**config.mk**
```make
export PLATFORM = sky130hd
export DESIGN_NAME = link_out_port
export DESIGN_NICKNAME = d
export VERILOG_FILES = /design/src/rtl/link_out_port.sv
export SDC_FILE = /design/constraint.sdc
export NUM_CORES = 2
export LEC_CHECK = 0
export ABC_AREA = 1
export BUFFER_PORTS_ARGS = -buffer_cell sky130_fd_sc_hd__buf_2
export CELL_PAD_IN_SITES_DETAIL_PLACEMENT = 1
export CELL_PAD_IN_SITES_GLOBAL_PLACEMENT = 2
export CORE_MARGIN = 2
export CORE_UTILIZATION = 45
export CTS_BUF_LIST = sky130_fd_sc_hd__clkbuf_8
export DETAILED_ROUTE_END_ITERATION = 8
export GPL_ROUTABILITY_DRIVEN = 0
export PLACE_DENSITY = 0.91
export SLEW_MARGIN = 10
export SYNTH_ARGS = -nofsm -noshare
export SYNTH_HDL_FRONTEND = slang
export SYNTH_SLANG_ARGS = --single-unit
```
**constraint.sdc**
```tcl
create_clock -name clk -period 17.6 [get_ports clk]
set_input_delay 3.52 -clock clk [delete_from_list [all_inputs] [get_ports clk]]
set_output_delay 3.52 -clock clk [all_outputs]
set_load 0.1 [all_outputs]
```
**src/rtl/link_out_port.sv**
```systemverilog
// Output-port stage behind the 7-input mux: buffers valid packets in a small FIFO and
// forwards them onto the inter-node link under credit-based flow control.
module link_out_port #(
  parameter int DataWidth     = 256,
  parameter int FIFODepth     = 8,
  parameter int CreditInit    = 4,
  parameter int CreditWidth   = 4,
  parameter int StallHeadroom = 3
) (
  input  logic                         clk,
  input  logic                         rst,
  input  logic [DataWidth-1:0]         in,
  input  logic                         send,
  input  logic                         credit_return,
  output logic [DataWidth-1:0]         out,
  output logic                         out_valid,
  output logic                         stall_upstream,
  output logic [$clog2(FIFODepth):0]   occupancy,
  output logic [CreditWidth-1:0]       credit_count,
  output logic                         overflow,
  output logic                         credit_err
);

  localparam int AW = $clog2(FIFODepth);

  typedef logic [AW-1:0]          ptr_t;
  typedef logic [AW:0]            occ_t;
  typedef logic [CreditWidth-1:0] credit_t;

  localparam occ_t    DepthCount = occ_t'(FIFODepth);
  localparam occ_t    StallLevel = occ_t'(FIFODepth - StallHeadroom);
  localparam credit_t CreditFull = credit_t'(CreditInit);

  // Handshake: send is a valid-only strobe with no ready path back to the mux; the mux
  // cannot be stalled mid-pipeline, so stall_upstream warns early while StallHeadroom
  // entries remain free. On the link side out_valid is a valid-only strobe that spends
  // one credit; credit_return gives one back.

  logic [DataWidth-1:0] mem [FIFODepth];
  ptr_t                 wr_ptr;
  ptr_t                 rd_ptr;
  logic                 full;
  logic                 empty;
  logic                 rd;
  logic                 wr;

  always_comb begin
    full           = (occupancy == DepthCount);
    empty          = (occupancy == '0);
    rd             = !empty && (credit_count != '0);
    wr             = send && (!full || rd);
    stall_upstream = (occupancy >= StallLevel);
  end

  // Storage is not reset: occupancy gates every read, so stale words are never forwarded.
  always_ff @(posedge clk) begin
    if (wr) mem[wr_ptr] <= in;
  end

  always_ff @(posedge clk or posedge rst) begin
    if (rst) begin
      wr_ptr    <= '0;
      rd_ptr    <= '0;
      occupancy <= '0;
      out       <= '0;
      out_valid <= 1'b0;
      overflow  <= 1'b0;
    end else begin
      if (wr) wr_ptr <= wr_ptr + ptr_t'(1);
      if (rd) begin
        rd_ptr    <= rd_ptr + ptr_t'(1);
        out       <= mem[rd_ptr];
        out_valid <= 1'b1;
      end else begin
        out       <= '0;
        out_valid <= 1'b0;
      end
      case ({wr, rd})
        2'b10:   occupancy <= occupancy + occ_t'(1);
        2'b01:   occupancy <= occupancy - occ_t'(1);
        default: occupancy <= occupancy;
      endcase
      if (send && full && !rd) overflow <= 1'b1;
    end
  end

  // A return at the full credit level means the far end returned more than it was sent.
  always_ff @(posedge clk or posedge rst) begin
    if (rst) begin
      credit_count <= CreditFull;
      credit_err   <= 1'b0;
    end else begin
      case ({rd, credit_return})
        2'b10: credit_count <= credit_count - credit_t'(1);
        2'b01: begin
          if (credit_count == CreditFull) credit_err <= 1'b1;
          else credit_count <= credit_count + credit_t'(1);
        end
        default: credit_count <= credit_count;
      endcase
    end
  end

endmodule

```
==> summary.txt <==
Buffers & Inverters on Critical Path -> 5
synthesis warning total -> 0
first-pass GRT wire length -> 359700 um
critical path, cell by cell -> buf_2, nand2_1, inv_2, nand2_1, nor2_4, buf_4, buf_4, buf_4
Worst EP arrival -> 7.22 ns
final setup violation count -> 0
fill cell count -> 19.11k
post-synth net total -> 6447
ys async rst share -> 11.76%
Top FF cell, synth -> edfxtp_1
max-cap violations -> 0
status -> finished, violations left
Synth area leader -> edfxtp_1
area delta synth->final -> 13.52%
Slew HR -> -18.75%
final antenna-violating net count -> 0
most frequent cells in the layout -> edfxtp_1 (2048), nor2_1 (1541), o21ai_0 (1078)
residual DRC count -> 0
layout cells sized above 1 -> 15.82%
via density per instance -> 5.674
CTS sink cnt -> 2321
area share of the largest cell type after synthesis -> 71.07%
WL final -> 240300 um
Hold Slack -> 0.4941 ns
largest cells by area after synthesis -> edfxtp_1 (71%), dfrtp_1 (7.9%), nor2_1 (6.7%)
CP Class -> input pin to flop
fin crit period -> 6.598 ns
port bufs -> 527
max incr delay on CP -> 0.79 ns
largest net degree at the start of global routing -> 344
DR vias -> 54.44k
Worst path slowest cell -> nor2_4
Setup crit start kind -> input pin
GRT Util Overall -> 24.01%
# IOs -> 528
CTS tree -> built
number of global-route vias before repair -> 58.86k
most used cell, CP -> buf_4
CP endpoint kind -> flop
DPL Wire Length -> 130900 um
worst hold path class -> flop to flop
number of synthesized flops with an enable pin -> 2048
CTS Buffer Depth -> 4
Lkg Pwr -> 0.03398 uW
actual slew at the worst max-slew pin -> 1.781 ns
Die W -> 442.5 um
Worst-Skew Late Latency -> 1.08 ns
FF+latch count, synth -> 2321
Die ar. -> 195800 sq um
H-tree Lvls -> 5
Max Fclk -> 151.6 MHz
# resized after CTS -> 0
Top Family by Delay on Critical Path -> buffers and inverters
unrepaired setup endpoints after global routing -> no
Crit Path Max Fanout -> 47
most common cell after layout, fill and taps aside -> edfxtp_1
clock skew -> 0.09000 ns
Mean Syn Cell Area -> 14.00 sq um
clk slew on worst S/H paths -> 0.06 ns
Fin Setup TNS -> 0 ns
Chip Height -> 442.5 um
total CTS buffers -> 387
max-slew violations -> 158
Worst EP required -> 18.22 ns
GRT overflow -> 0
sequential-to-total area share from yosys stat -> 78.97%
initial core utilization -> 45.40%
Hold Fails Final Rpt -> 0
Post-CTS Hold Buffers -> 0
violated checks -> max-slew violations
Synth Instances -> 6181
Distinct cells, synth -> 37
antenna violations before repair -> 77
# rows -> 160
Nets -> 7006
clock root buffer -> clkbuf_8
worst vdd ir -> 201.6 uV
core area -> 190600 sq um
DR WL/cell -> 25.05 um
Synth Cell Area -> 86530 sq um
# Post-CTS Setup Buffers -> 0
Iter 0 DRT Violations -> 4492
pwr/cell area -> 198.3 nW/um^2
Final period util -> 37.49%
first-pass iteration count of the detailed router -> 7
[cell usage after synthesis, types with 15 or more instances]
cell type and number:
a31oi_1 258, buf_1 25, buf_2 100, buf_4 80
buf_6 25, clkbuf_1 182, dfrtp_1 272, edfxtp_1 2048
inv_1 15, nand2_1 33, nor2_1 1549, o21ai_0 1078
o21ai_1 208, o22ai_1 256
[per-layer routing]
layer	routed length (um)	track usage (%)
met4	11360	12.96
met2	123600	41.42
met1	93120	28.81
met5	157	0
met3	12080	4.034
[kinds of logic (layout without fill, tap and decap cells)]
family / after synthesis / after routing / share of synthesized area, %
and+or+nand+nor: 1595 / 1595 / 6.955
muxes: 1 / 1 / 0.01301
DFF: 2321 / 2321 / 78.97
adders and majority gates: 6 / 6 / 0.09543
AOI/OAI and AO/OA: 1805 / 1805 / 11.20
other: 0 / 44 / 0
xor gates and xnor gates: 9 / 9 / 0.09110
buffers and inverters: 444 / 1303 / 2.681
[path summary, 6_finish.rpt]
check | from | to | slack (ns) | depth (start not counted)
max in group asynchronous | rst | out[77] | 12.00 | 5
min | overflow | overflow | 0.49 | 1
min reg2reg | overflow | overflow | 0.49 | 1
min in group asynchronous | rst | out[197] | 2.49 | 2
max | send | mem[5][213] | 11.00 | 8
max reg2reg | rd_ptr[0] | out[181] | 11.97 | 9
[layout make-up]
type	count	area, sq um	area share, %
Sequential cell	2321	68340	69.57
Timing Repair Buffer	594	3291	3.350
Multi-Input combinational cell	3416	15940	16.23
Tap cell	2511	3142	3.198
Clock inverter	242	1107	1.127
Clock buffer	447	6152	6.263
Antenna cell	44	110.1	0.1121
Inverter	20	150.1	0.1528
[through the flow]
stage               area (sq um)  power [uW]  utilization (%)  instances  setup WS, ns
floorplan                  86530       13200                -       6181         2.195
global placement           90860       14760            47.68       8862         10.11
global route               98210       20360            51.53       9588         10.90
detailed placement         90860       15070            47.68       8862         10.01
CTS                        98120       19590            51.48       9551         11.13
finish                     98230       19480            51.54       9595         11.00
[sequential cells by signal (all words and copies together), names as in the netlist]
| signal | cells |
|---|---|
| overflow | 1 |
| credit_count | 4 |
| wr_ptr | 3 |
| out_valid | 1 |
| out | 256 |
| credit_err | 1 |
| occupancy | 4 |
| rd_ptr | 3 |
| mem | 2048 |
[power breakdown]
group          leakage (uW)  internal (uW)  total [uW]  switching (uW)
clock               0.00428           2360        4490            2130
sequential           0.0218           6990        7370             374
combinational       0.00786           1500        7630            6130
Power figures use the tool's default switching activity.
